**src/rtl/exc_ctrl.sv**
```systemverilog
// exc_ctrl: MIPS exception sequencer with CP0 EPC/Cause/Status(/BadVAddr).
// Define EXC_BADVADDR_EN to implement the BadVAddr register at CP0 address 8.
module exc_ctrl #(
    parameter int          FLUSH_CYCLES = 2,
    parameter logic [31:0] EXC_VECTOR   = 32'hBFC00380
) (
    input  logic        clk,
    input  logic        rst_n,
    input  logic        mem_valid,
    input  logic [8:0]  except_in,
    input  logic [31:0] mem_pc,
    input  logic [31:0] mem_addr,
    input  logic [5:0]  hw_int,
    input  logic        cp0_we,
    input  logic [4:0]  cp0_addr,
    input  logic [31:0] cp0_wdata,
    output logic [31:0] cp0_rdata,
    output logic        flush,
    output logic        busy,
    output logic        redir_valid,
    output logic [31:0] redir_pc,
    input  logic        redir_ack
);

    typedef enum logic [1:0] {
        S_IDLE,
        S_FLUSH,
        S_REDIR
    } state_t;

    localparam logic [3:0] CNT_INIT = 4'(FLUSH_CYCLES - 1);

    state_t      state_q, state_d;
    logic [3:0]  cnt_q, cnt_d;
    logic [31:0] status_q;
    logic [31:0] epc_q;
    logic [31:0] tgt_q;
    logic [5:0]  ip_hw_q;
    logic [1:0]  ip_sw_q;
    logic [4:0]  code_q;
    logic [31:0] cause;
    logic [31:0] bad_rd;

    logic        idle;
    logic        int_pend;
    logic        exc_any;
    logic        take;
    logic        eret;
    logic        bad_hit;
    logic [4:0]  code;
    logic        wr_status;
    logic        wr_cause;
    logic        wr_epc;

    assign idle     = (state_q == S_IDLE);
    assign int_pend = (|(hw_int & status_q[15:10]))
                    & status_q[0] & ~status_q[1];
    assign exc_any  = |except_in[7:1];
    assign take     = idle & mem_valid & (int_pend | exc_any);
    assign eret     = idle & mem_valid & except_in[0]
                    & ~int_pend & ~exc_any;

    assign wr_status = cp0_we & (cp0_addr == 5'd12);
    assign wr_cause  = cp0_we & (cp0_addr == 5'd13);
    assign wr_epc    = cp0_we & (cp0_addr == 5'd14);

    // Several causes may be raised together; the first match wins.
    always_comb begin
        code    = 5'd0;
        bad_hit = 1'b0;
        priority case (1'b1)
            int_pend:     code = 5'd0;
            except_in[7]: begin
                code    = 5'd4;
                bad_hit = 1'b1;
            end
            except_in[6]: code = 5'd10;
            except_in[5]: code = 5'd12;
            except_in[4]: code = 5'd8;
            except_in[3]: code = 5'd9;
            except_in[2]: begin
                code    = 5'd4;
                bad_hit = 1'b1;
            end
            except_in[1]: begin
                code    = 5'd5;
                bad_hit = 1'b1;
            end
            default: ;
        endcase
    end

    always_ff @(posedge clk or negedge rst_n) begin
        if (!rst_n) begin
            state_q <= S_IDLE;
            cnt_q   <= 4'd0;
        end else begin
            state_q <= state_d;
            cnt_q   <= cnt_d;
        end
    end

    always_comb begin
        state_d     = state_q;
        cnt_d       = cnt_q;
        flush       = 1'b0;
        redir_valid = 1'b0;
        unique case (state_q)
            S_IDLE: begin
                if (take || eret) begin
                    state_d = S_FLUSH;
                    cnt_d   = CNT_INIT;
                end
            end
            S_FLUSH: begin
                flush = 1'b1;
                if (cnt_q == 4'd0) state_d = S_REDIR;
                else               cnt_d   = cnt_q - 4'd1;
            end
            S_REDIR: begin
                redir_valid = 1'b1;
                if (redir_ack) state_d = S_IDLE;
            end
            default: state_d = S_IDLE;
        endcase
    end

    assign busy     = ~idle;
    assign redir_pc = tgt_q;

    // Hardware updates take precedence over a same-cycle mtc0.
    always_ff @(posedge clk or negedge rst_n) begin
        if (!rst_n) begin
            status_q <= 32'h0000_0002;
            epc_q    <= 32'd0;
            tgt_q    <= 32'd0;
            ip_hw_q  <= 6'd0;
            ip_sw_q  <= 2'd0;
            code_q   <= 5'd0;
        end else begin
            ip_hw_q <= hw_int;
            if (take)           status_q[1] <= 1'b1;
            else if (eret)      status_q[1] <= 1'b0;
            else if (wr_status) status_q    <= cp0_wdata;
            if (take)        epc_q <= mem_pc;
            else if (wr_epc) epc_q <= cp0_wdata;
            if (take)          code_q  <= code;
            else if (wr_cause) ip_sw_q <= cp0_wdata[9:8];
            if (take)      tgt_q <= EXC_VECTOR;
            else if (eret) tgt_q <= epc_q;
        end
    end

    assign cause = {16'd0, ip_hw_q, ip_sw_q, 1'b0, code_q, 2'b00};

`ifdef EXC_BADVADDR_EN
    logic [31:0] bad_q;

    always_ff @(posedge clk or negedge rst_n) begin
        if (!rst_n)             bad_q <= 32'd0;
        else if (take & bad_hit) bad_q <= mem_addr;
    end

    assign bad_rd = bad_q;
`else
    logic unused_bad;

    assign bad_rd     = 32'd0;
    assign unused_bad = ^{mem_addr, bad_hit};
`endif

    logic unused_rsvd;
    assign unused_rsvd = except_in[8];

    always_comb begin
        cp0_rdata = 32'd0;
        case (cp0_addr)
            5'd8:    cp0_rdata = bad_rd;
            5'd12:   cp0_rdata = status_q;
            5'd13:   cp0_rdata = cause;
            5'd14:   cp0_rdata = epc_q;
            default: cp0_rdata = 32'd0;
        endcase
    end

endmodule

```
**config.mk**
```make
export PLATFORM = sky130hd
export DESIGN_NAME = exc_ctrl
export DESIGN_NICKNAME = d
export VERILOG_FILES = /design/src/rtl/exc_ctrl.sv
export SDC_FILE = /design/constraint.sdc
export NUM_CORES = 1
export LEC_CHECK = 0
export BUFFER_PORTS_ARGS = -buffer_cell sky130_fd_sc_hd__buf_4
export CAP_MARGIN = 20
export CORE_UTILIZATION = 25
export CTS_CLUSTER_DIAMETER = 80
export DETAILED_ROUTE_END_ITERATION = 12
export GPL_TIMING_DRIVEN = 0
export MAX_ROUTING_LAYER = met4
export SYNTH_ARGS = -nofsm -noshare
export SYNTH_HDL_FRONTEND = slang
export SYNTH_SLANG_ARGS = --single-unit
export TNS_END_PERCENT = 1
```
**constraint.sdc**
```tcl
create_clock -name clk -period 2.2 [get_ports clk]
set_input_delay 0 -clock clk [delete_from_list [all_inputs] [get_ports clk]]
set_output_delay 0 -clock clk [all_outputs]
set_load 0.03 [all_outputs]
```
Yosys cells after proc, flatten, opt, wreduce, memory -nomap -nowiden
Cells that the tools add are included.
W data, S select, Z words.
{"block": "totals", "reg_bits": 115, "inputBits": 121, "out_inout_bits": 67}
{"block": "op_classes", "add_sub_neg": 1, "eq_ne": 9, "mux": 25, "bitwise_logic": 18, "n_reduce_logical": 13}
{"operator": "$mux W32", "count": 4}
{"operator": "$pmux W32 S3", "count": 1}
{"operator": "$mux W4", "count": 7}
{"operator": "$eq A5 B4 Y1 const B", "count": 3}
{"operator": "$and A1 B1 Y1", "count": 10}
{"operator": "$reduce_and A3 Y1", "count": 3}
{"operator": "$mux W2", "count": 4}
{"operator": "$pmux W4 S2", "count": 1}
{"operator": "$reduce_or A7 Y1", "count": 1}
{"operator": "$and A6 B6 Y6", "count": 1}
{"operator": "$mux W3", "count": 2}
{"operator": "$ne A2 B2 Y1 const B", "count": 3}
{"operator": "$not A1 Y1", "count": 6}
{"operator": "$pmux W2 S3", "count": 1}
{"operator": "$reduce_bool A2 Y1", "count": 3}
{"operator": "$reduce_or A6 Y1", "count": 1}
{"operator": "$mux W5", "count": 1}
{"operator": "$logic_not A4 Y1", "count": 1}
{"operator": "$mux W1", "count": 4}
{"operator": "$sub A4 B1 Y4 const B", "count": 1}
{"operator": "$reduce_bool A3 Y1", "count": 1}
{"operator": "$eq A2 B1 Y1 const B", "count": 1}
{"operator": "$eq A2 B2 Y1 const B", "count": 1}
{"operator": "$logic_not A2 Y1", "count": 1}
{"operator": "other kinds (4)", "count": 4}

Longest topological paths before layout
Gate-level depths: netlist of the first run.
{"block": "depth", "ltp_word": 10, "mapped_depth": 7, "mapped_depth_nobuf": 7}

Least setup slack after synthesis of the first run
Ideal clock, no wire load.
{"block": "synth_timing", "path_type": "flip-flop to flip-flop", "from": "register status_q[12]", "to": "register status_q[10]", "setup_time_ns": 0.125, "arrival_time_ns": 1.834, "required_time_ns": 2.075, "path_slack_ns": 0.241, "path_stages_with_launch": 7, "path_buffers": 1, "path_cell_list": "dfrtp_1 > a221oi_1 > a32oi_2 > o31ai_4 > nand3_2 > buf_6 > mux2_4"}
{"block": "synth_between", "elab_chain_cells": 9, "word_cells_on_any_way": 12, "classes_between": "bitwise: 10; reduce/logical: 2"}
{"element": "from (decl)", "line_no": "35", "rtl": "logic [31:0] status_q;"}
{"element": "from (signal assigned)", "line_no": "144", "rtl": "else if (wr_status) status_q <= cp0_wdata;"}
{"element": "$and A6 B6 Y6 *", "line_no": "56", "rtl": "assign int_pend = (|(hw_int & status_q[15:10]))"}
{"element": "$reduce_or A6 Y1 *", "line_no": "56"}
{"element": "$and A1 B1 Y1 * (2 in a row)", "line_no": "57", "rtl": "& status_q[0] & ~status_q[1];"}
{"element": "$not A1 Y1", "line_no": "61", "rtl": "& ~int_pend & ~exc_any;"}
{"element": "$and A1 B1 Y1 (2 in a row)", "line_no": "61"}
{"element": "$not A1 Y1 (no line)"}
{"element": "$reduce_and A3 Y1 (no line) *"}
Mark *: on every way between the ends. The rest lies on a longest branch, timed or not.
A chain may end at the register's enable or synchronous reset.

Worst setup path in the final report of the first run
{"block": "layout_timing", "from": "register status_q[11]", "to": "register status_q[16]"}
The elaborated chain is that of the path after synthesis.

==> results of run 1 <==
-- cells by family (layout without fill, tap and decap cells) --
kind of cell	after synthesis	count (layout)	share of synthesized area, %
AOI/OAI and AO/OA	119	119	17.8
adders and majority gates	2	2	0.486
buffers and inverters	48	315	4.15
DFF	114	114	55.4
muxes	66	66	15.8
and+or+nand+nor	70	70	6.32
-- worst paths after layout --
check                                          from                        to  slack [ns]  cells after the start
max                        status_q[11]$_DFFE_PN0P_  status_q[16]$_DFFE_PN0P_        0.09                      6
min                                    except_in[6]     code_q[2]$_DFFE_PN0P_        0.02                      4
max reg2reg                status_q[11]$_DFFE_PN0P_  status_q[16]$_DFFE_PN0P_        0.09                      6
min reg2reg                redir_pc[28]$_DFFE_PN0P_  redir_pc[28]$_DFFE_PN0P_        0.49                      1
max in group asynchronous                     rst_n  status_q[12]$_DFFE_PN0P_        1.39                      3
min in group asynchronous                     rst_n  redir_pc[23]$_DFFE_PN0P_        0.11                      2
-- through the flow --
stage / TNS, ns / area, µm² / hold WS, ns
2_1_floorplan: 0 / 5150 / -0.296
3_5_place_dp: -13.22 / 6680 / 0.0132
6_report: 0 / 8170 / 0.0234
4_1_cts: -1.40 / 8110 / 0.00971
3_3_place_gp: -16.01 / 6640 / 0.123
5_1_grt: -0.545 / 8170 / 0.0639
-- tightest hold or removal path, cell delays in order --
cell and delay [ns]:
buf_4 0.09, nor4_1 0.04, a211oi_1 0.18, o31ai_1 0.08
-- layout make-up --
| type | count | area share [%] |
|---|---|---|
| well taps | 270 | 4.13 |
| plain buffers | 27 | 2.01 |
| flip-flops and latches | 114 | 35.0 |
| multi-input cells | 257 | 26.1 |
| clock buffers | 22 | 5.68 |
| clock inverters | 10 | 1.91 |
| repair buffers | 235 | 24.2 |
| inverters | 21 | 0.965 |
-- repair_timing --
item,4_1_cts,5_1_grt
buffers inserted,0,1
hold buffers,78,0
resized for setup,15,9
setup endpoints to repair,99,86
endpoints found under the hold margin,130,0
pin swaps,0,2
-- metal layers --
layer	vias up	GRT usage, %	wire length, µm
li1	2067	-	-
met1	2150	22.1	8110
met2	124	27.4	8280
met3	26	3.98	710
met4	0	6.26	310
met5	-	-	0
-- where the power goes --
group	total, W	internal, W	switching [W]
Clock	0.00293	0.00195	0.000982
Combinational	0.00207	0.000990	0.00108
Sequential	0.00308	0.00266	0.000422
-- flip-flops by register name, summed over array words and instances, names as in the netlist --
signal    flops
state_q       2
epc_q        32
ip_hw_q       6
ip_sw_q       2
code_q        4
status_q     32
cnt_q         4
redir_pc     32
-- cells in the final DEF (no fill, tap or decap), types with 2 or more instances in the layout --
master | synthesis | final
a21oi_1 | 33 | 33
dfrtp_1 | 113 | 111
buf_6 | 3 | 4
clkbuf_1 | 15 | 13
clkbuf_2 | 0 | 5
nor4_1 | 2 | 2
dfrtp_2 | 0 | 2
bufinv_16 | 0 | 4
dlygate4sd3_1 | 0 | 78
buf_4 | 0 | 162
mux2_4 | 30 | 30
nor2_1 | 38 | 38
nand2b_1 | 2 | 2
nand2_1 | 11 | 11
a222oi_1 | 12 | 12
mux2_2 | 3 | 3
inv_1 | 21 | 21
ha_1 | 2 | 2
clkinv_2 | 0 | 4
mux2i_1 | 33 | 33
o22a_1 | 12 | 12
o31ai_1 | 5 | 5
nor2b_1 | 2 | 2
nor3b_2 | 1 | 2
nand3b_1 | 3 | 3
clkbuf_16 | 0 | 17
a22o_1 | 41 | 41
clkbuf_8 | 0 | 2
o21ai_0 | 5 | 4
a22oi_2 | 0 | 2
nor3_1 | 5 | 5
==> flow_metrics.env, run 1 <==
export IMPL_synth_largest_area_cell="dfrtp_1"
export IMPL_fin_util_pct=40.4
export IMPL_max_slew_margin_pct=37.2
export IMPL_fin_skew_ns=0.00617
export IMPL_track_usage_pct=17.5
export IMPL_synth_cell_type_count=38
export IMPL_die_w_um=146
export IMPL_h_tree_depth=4
export IMPL_grt_pass1_wl_mm=26.7
export IMPL_yosys_top_cells_count="113 x dfrtp_1, 41 x a22o_1, 38 x nor2_1"
export IMPL_clk_latency_ns=0.42
export IMPL_maxSlewViolCount=0
export IMPL_required_ns=2.50
export IMPL_die_area_um2=21200
export IMPL_multi_input_area_um2=2130
export IMPL_rsz0062_at_grt="true"
export IMPL_post_route_period_util_pct=95.9
export IMPL_fmax_mhz=474
export IMPL_cp_arrival_ns=2.41
export IMPL_cts_tree="yes"
export IMPL_avgSynthCellArea_um2=12.3
export IMPL_worst_slack_ns=0.0893
export IMPL_placedCellCount=845
export IMPL_drive_gt1_share_pct=36.2
export IMPL_critPathLaunchType="register"
export IMPL_yosysMostFrequentCell="dfrtp_1"
export IMPL_path_max_fanout=10
export IMPL_dieHeight_um=146
export IMPL_min_path_type="primary input to register"
export IMPL_syn_area_um2=5150
export IMPL_tightest_slew_ns=0.942
export IMPL_wl_per_cell_um=18.2
export IMPL_antenna_found_initial=0
export IMPL_drc_errors=0
export IMPL_initial_utilization_pct=25.5
export IMPL_hpwl_mm=11.9
export IMPL_area_growth_pct=58.7
export IMPL_ant_nets=0
export IMPL_rows=52
export IMPL_register_area_um2=2860
export IMPL_n_fill_cell=1957
export IMPL_clockBufferDepth=2
export IMPL_design_power_total_w=0.00808
export IMPL_ir_worst_vdd_v=0.000692
export IMPL_synth_ff_type="dfrtp_1"
export IMPL_cpPeakStageDelay_ns=0.40
export IMPL_hold_viol_final=0
export IMPL_fin_cells=956
export IMPL_synth_area_leaders="dfrtp_1 55%, mux2_4 8.7%, a22o_1 7.0%, mux2i_1 6.4%, a21oi_1 3.2%"
export IMPL_drt_iter0_drc=167
export IMPL_cp_cell_sequence="a22oi_2 -> a32oi_4 -> o31ai_4 -> nand3_4 -> buf_6 -> mux2_4"
export IMPL_slowest_stage="dfrtp_1"
export IMPL_grt_pass1_vias=4674
export IMPL_ys_seq_elements=114
export IMPL_firstDrtPassIters=5
export IMPL_cts_sinks=114
export IMPL_routed_via_density=4.57
export IMPL_cts_buffers=17
export IMPL_criticalPathCategory="register to register"
export IMPL_pre_cts_slack_ns=-0.230
export IMPL_synth_edf_count=0
export IMPL_num_antenna_cells=0
export IMPL_core_um2=20200
export IMPL_critPathTopFamily="compound AO/OA/AOI/OAI gates"
export IMPL_setup_viol=0
export IMPL_nNetsFinal=796
export IMPL_fin_crit_ns=2.11
export IMPL_grt_max_degree=61
export IMPL_seq_area_frac_synth_pct=55.4
export IMPL_pin_count=188
export IMPL_run_status="finished clean"
export IMPL_synth_cells=419
export IMPL_vias=4367
export IMPL_endpoint_kind="register"
export IMPL_cts_root_buf="clkbuf_16"
export IMPL_yosys_warnings=0
export IMPL_grt_ovfl_total=0
export IMPL_maxCapViolCount=0
export IMPL_p_per_area_nw_per_um2=989
export IMPL_path_buf_inv=1
export IMPL_synth_nets=542
export IMPL_drt_wl_total_mm=17.4
export IMPL_gp_congestion=0.724
export IMPL_synth_top_area_share_pct=54.9
export IMPL_leakage_nw=4.08
export IMPL_portBuffers=154
export IMPL_ys_async_sr_fraction_pct=100
export IMPL_cts_clk_slew_worst_paths_ns=0.05
Power figures use the tool's default switching activity.
==> run 2: changes to the inputs <==
--- a/config.mk
+++ b/config.mk
@@ -12,6 +12,7 @@
 export DETAILED_ROUTE_END_ITERATION = 12
 export GPL_TIMING_DRIVEN = 0
 export MAX_ROUTING_LAYER = met4
+export PLACE_DENSITY = 0.53
 export SYNTH_ARGS = -nofsm -noshare
 export SYNTH_HDL_FRONTEND = slang
 export SYNTH_SLANG_ARGS = --single-unit
==> flow_metrics.env, run 2 (synthesized netlist as in run 1, its figures left out) <==
export IMPL_placedCellCount=845
export IMPL_run_status="finished with violations"
export IMPL_drt_iter0_drc=175
export IMPL_clk_latency_ns=0.41
export IMPL_leakage_nw=4.06
export IMPL_post_route_period_util_pct=97.2
export IMPL_fin_util_pct=40.1
export IMPL_r2r_start="status_q[12]$_DFFE_PN0P_"
export IMPL_n_fill_cell=1960
export IMPL_grt_pass1_vias=4756
export IMPL_cts_root_buf="clkbuf_16"
export IMPL_fin_cells=953
export IMPL_fmax_mhz=468
export IMPL_rows=52
export IMPL_p_per_area_nw_per_um2=977
export IMPL_pre_cts_slack_ns=-0.167
export IMPL_gp_congestion=0.761
export IMPL_hpwl_mm=12.1
export IMPL_nNetsFinal=794
export IMPL_core_um2=20200
export IMPL_cts_sinks=114
export IMPL_criticalPathCategory="register to register"
export IMPL_portBuffers=154
export IMPL_grt_ovfl_total=0
export IMPL_maxCapViolCount=0
export IMPL_violations="DRC"
export IMPL_ir_worst_vdd_v=0.000633
export IMPL_h_tree_depth=4
export IMPL_hold_viol_final=0
export IMPL_critPathLaunchType="register"
export IMPL_setup_viol=0
export IMPL_antenna_found_initial=0
export IMPL_seqPwrFrac_pct=38.9
export IMPL_final_cell_mix="154 x buf_4, 113 x dfrtp_1, 77 x dlygate4sd3_1"
export IMPL_cts_clk_slew_worst_paths_ns=0.05
export IMPL_ant_nets=0
export IMPL_cts_tree="yes"
export IMPL_grt_max_degree=64
export IMPL_whs_ns=0.0197
export IMPL_rsz0062_at_grt="true"
export IMPL_r2r_end="status_q[16]$_DFFE_PN0P_"
export IMPL_die_area_um2=21200
export IMPL_p_sw_share_pct=31.5
export IMPL_worst_slack_ns=0.0620
export IMPL_num_antenna_cells=0
export IMPL_routed_via_density=4.58
export IMPL_cts_buffers=17
export IMPL_drt_wl_total_mm=17.9
export IMPL_pwr_share_comb_pct=26.0
export IMPL_tightest_slew_ns=0.971
export IMPL_path_max_fanout=10
export IMPL_initial_utilization_pct=25.5
export IMPL_required_ns=2.48
export IMPL_firstDrtPassIters=9
export IMPL_clockBufferDepth=2
export IMPL_dieHeight_um=146
export IMPL_grt_pass1_wl_mm=27.7
export IMPL_vias=4363
export IMPL_clockPowerShare_pct=35.0
export IMPL_area_growth_pct=57.4
export IMPL_fin_skew_ns=0.0100
export IMPL_max_slew_margin_pct=35.3
export IMPL_design_power_total_w=0.00792
export IMPL_crit_end="status_q[16]$_DFFE_PN0P_"
export IMPL_final_common_cell="buf_4"
export IMPL_cp_arrival_ns=2.42
export IMPL_drive_gt1_share_pct=35.9
export IMPL_wl_per_cell_um=18.8
export IMPL_drc_errors=1
export IMPL_intPower_w=0.00543
export IMPL_fin_crit_ns=2.14
export IMPL_p_sw_w=0.00249
export IMPL_ff2ff_setup_slack_ns=0.06
export IMPL_worstSetupStartpoint="status_q[12]$_DFFE_PN0P_"
export IMPL_endpoint_kind="register"
export IMPL_ff2ff_path_depth=6
export IMPL_min_path_type="primary input to register"
export IMPL_maxSlewViolCount=0
export IMPL_track_usage_pct=18.0
export IMPL_pin_count=188
export IMPL_cts_setup_buffers=0
export IMPL_die_w_um=146
-- run 2: power by group through the flow --
| stage | Clock [W] | Sequential (W) | Combinational, W |
|---|---|---|---|
| 2_1_floorplan | 0 | 0.00298 | 0.00126 |
| 3_3_place_gp | 0 | 0.00307 | 0.00186 |
| 3_5_place_dp | 0 | 0.00310 | 0.00192 |
| 4_1_cts | 0.00284 | 0.00307 | 0.00205 |
| 5_1_grt | 0.00292 | 0.00317 | 0.00227 |
| 6_report | 0.00277 | 0.00308 | 0.00206 |
-- run 2: worst min path at each step --
stage	cells after the start	startpoint	end	slack (ns)
detailed placement	1	rst_n	status_q[16]$_DFFE_PN0P_	-0.02
global route	4	except_in[2]	code_q[0]$_DFFE_PN0P_	0.04
floorplan	0	rst_n	cnt_q[0]$_DFFE_PN0P_	-0.30
finish	3	except_in[5]	code_q[3]$_DFFE_PN0P_	0.02
CTS	3	except_in[5]	code_q[3]$_DFFE_PN0P_	0.01
global placement	1	hw_int[1]	ip_hw_q[1]$_DFF_PN0_	0.13
-- run 2: worst max-delay path, cell delays in order, from the launching register on --
cell      delay (ns)
dfrtp_1         0.43
a221oi_4        0.33
a32oi_4         0.20
o31ai_4         0.32
nand3_2         0.18
buf_6           0.24
mux2_4          0.30
-- run 2: cell type report --
| class | instances | area, µm² | area share (%) |
|---|---|---|---|
| flip-flops and latches | 114 | 2850 | 35.2 |
| multi-input cells | 257 | 2130 | 26.2 |
| repair buffers | 233 | 1960 | 24.2 |
| clock buffers | 20 | 447 | 5.51 |
| well taps | 270 | 338 | 4.17 |
| plain buffers | 27 | 161 | 1.99 |
| clock inverters | 11 | 138 | 1.70 |
| inverters | 21 | 78.8 | 0.973 |
-- run 2: per-layer routing --
layer	global-route usage [%]	share of wire (%)	vias to the layer above
li1	-	-	2061
met1	22.9	46	2166
met2	28.9	49	125
met3	4.08	4.1	11
met4	4.53	0.72	0
met5	-	0	-
-- run 2: stage by stage --
stage / instance area, µm² / setup TNS [ns]
global placement: 6640 / -10.90
detailed placement: 6680 / -5.98
global route: 8110 / -1.94
floorplan: 5150 / 0
finish: 8110 / 0
CTS: 8050 / -2.53
-- run 2: repair_timing --
item / in CTS / in global routing
hold endpoints to repair: 139 / 0
gates cloned: 0 / 0
endpoints found under the setup margin: 97 / 108
pin swaps: 1 / 1
hold buffers: 77 / 0
resized for setup: 7 / 15
==> run 3: changes to the inputs <==
--- a/config.mk
+++ b/config.mk
@@ -11,7 +11,6 @@
 export CTS_CLUSTER_DIAMETER = 80
 export DETAILED_ROUTE_END_ITERATION = 12
 export GPL_TIMING_DRIVEN = 0
-export MAX_ROUTING_LAYER = met4
 export PLACE_DENSITY = 0.53
 export SYNTH_ARGS = -nofsm -noshare
 export SYNTH_HDL_FRONTEND = slang
==> flow_metrics.env, run 3 (synthesized netlist as in run 1, its figures left out) <==
export IMPL_maxCapViolCount=0
export IMPL_final_cell_mix="154 x buf_4, 113 x dfrtp_1, 77 x dlygate4sd3_1"
export IMPL_hold_viol_final=0
export IMPL_min_path_type="primary input to register"
export IMPL_cts_tree="yes"
export IMPL_tightest_slew_ns=0.956
export IMPL_path_max_fanout=10
export IMPL_clk_latency_ns=0.41
export IMPL_gp_congestion=0.751
export IMPL_critPathLaunchType="register"
export IMPL_grt_ovfl_total=0
export IMPL_rows=52
export IMPL_run_status="finished with violations"
export IMPL_ir_worst_vdd_v=0.000634
export IMPL_cts_setup_buffers=0
export IMPL_drc_errors=1
export IMPL_area_growth_pct=57.4
export IMPL_max_slew_margin_pct=36.3
export IMPL_vias=4363
export IMPL_fin_crit_ns=2.15
export IMPL_fin_util_pct=40.1
export IMPL_cts_clk_slew_worst_paths_ns=0.05
export IMPL_core_um2=20200
export IMPL_grt_pass1_wl_mm=27.7
export IMPL_firstDrtPassIters=11
export IMPL_placedCellCount=845
export IMPL_drive_gt1_share_pct=35.9
export IMPL_cts_sinks=114
export IMPL_endpoint_kind="register"
export IMPL_cp_arrival_ns=2.43
export IMPL_h_tree_depth=4
export IMPL_cts_buffers=17
export IMPL_p_per_area_nw_per_um2=978
export IMPL_routed_via_density=4.58
export IMPL_required_ns=2.48
export IMPL_setup_viol=0
export IMPL_dieHeight_um=146
export IMPL_maxSlewViolCount=0
export IMPL_fin_area_um2=8110
export IMPL_fmax_mhz=466
export IMPL_die_area_um2=21200
export IMPL_rsz0062_at_grt="true"
export IMPL_num_antenna_cells=0
export IMPL_die_w_um=146
export IMPL_ant_nets=0
export IMPL_drt_wl_total_mm=17.9
export IMPL_final_common_cell="buf_4"
export IMPL_track_usage_pct=17.4
export IMPL_hpwl_mm=12.1
export IMPL_wl_per_cell_um=18.8
export IMPL_place_area_um2=6680
export IMPL_pin_count=188
export IMPL_clockBufferDepth=2
export IMPL_grt_max_degree=64
export IMPL_whs_ns=0.0141
export IMPL_post_route_period_util_pct=97.5
export IMPL_setup_tns_ns=0
export IMPL_initial_utilization_pct=25.5
export IMPL_portBuffers=154
export IMPL_antenna_found_initial=0
export IMPL_fin_skew_ns=0.0141
export IMPL_criticalPathCategory="register to register"
export IMPL_drt_iter0_drc=175
export IMPL_fin_cells=953
export IMPL_nNetsFinal=794
export IMPL_grt_pass1_vias=4755
export IMPL_violations="DRC"
export IMPL_cts_root_buf="clkbuf_16"
export IMPL_leakage_nw=4.06
## run 3: cell counts in the layout (fill, tap and decap cells not counted)
Identical to the previous run, type by type.
## run 3: final cells by class
| type | instances | area (µm²) |
|---|---|---|
| Sequential cell | 114 | 2850 |
| Clock buffer | 20 | 447 |
| Inverter | 21 | 78.8 |
| Multi-Input combinational cell | 257 | 2130 |
| Fill cell | 1960 | 12100 |
| Tap cell | 270 | 338 |
| Clock inverter | 11 | 138 |
| Buffer | 27 | 161 |
| Timing Repair Buffer | 233 | 1960 |
## run 3: where the power goes
group | switching (W) | internal (W) | total [W] | leakage [nW]
Clock | 0.000985 | 0.00179 | 0.00278 | 0.281
Sequential | 0.000422 | 0.00266 | 0.00308 | 1.37
Combinational | 0.00109 | 0.000974 | 0.00206 | 2.40
## run 3: path summary, 6_finish.rpt
path / startpoint / end / slack, ns / cells after the start
worst min-delay path: except_in[5] / code_q[3]$_DFFE_PN0P_ / 0.01 / 3
min in group asynchronous: rst_n / status_q[16]$_DFFE_PN0P_ / 0.12 / 2
worst min register to register: code_q[1]$_DFFE_PN0P_ / code_q[1]$_DFFE_PN0P_ / 0.49 / 2
max in group asynchronous: rst_n / status_q[1]$_DFFE_PN1P_ / 1.34 / 3
worst max-delay path: status_q[12]$_DFFE_PN0P_ / status_q[16]$_DFFE_PN0P_ / 0.05 / 6
worst max register to register: status_q[12]$_DFFE_PN0P_ / status_q[16]$_DFFE_PN0P_ / 0.05 / 6
## run 3: what timing repair did
action                     in CTS  in global routing
pin swaps                       1                  1
hold buffers                   77                  0
gates resized for setup         7                 15
hold endpoints to repair      139                  0
setup endpoints to repair      97                108
## run 3: through the flow
step | setup slack, ns | total power (W)
after global routing | -0.0645 | 0.00836
after floorplan | 0.241 | 0.00424
after CTS | -0.0794 | 0.00796
final | 0.0540 | 0.00792
after global placement | -0.209 | 0.00493
after detailed placement | -0.167 | 0.00502
## run 3: routing by layer
layer	routed length, µm	global-route usage [%]	part of all wire (%)
met5	0	0	0
met4	98	4.68	0.55
met3	711	3.98	4.0
met2	8760	28.8	49
met1	8300	22.9	46
## run 3: worst max-delay path, stage by stage (launching register included)
cell	delay [ns]
dfrtp_1	0.43
a221oi_4	0.33
a32oi_4	0.21
o31ai_4	0.32
nand3_2	0.18
buf_6	0.24
mux2_4	0.30
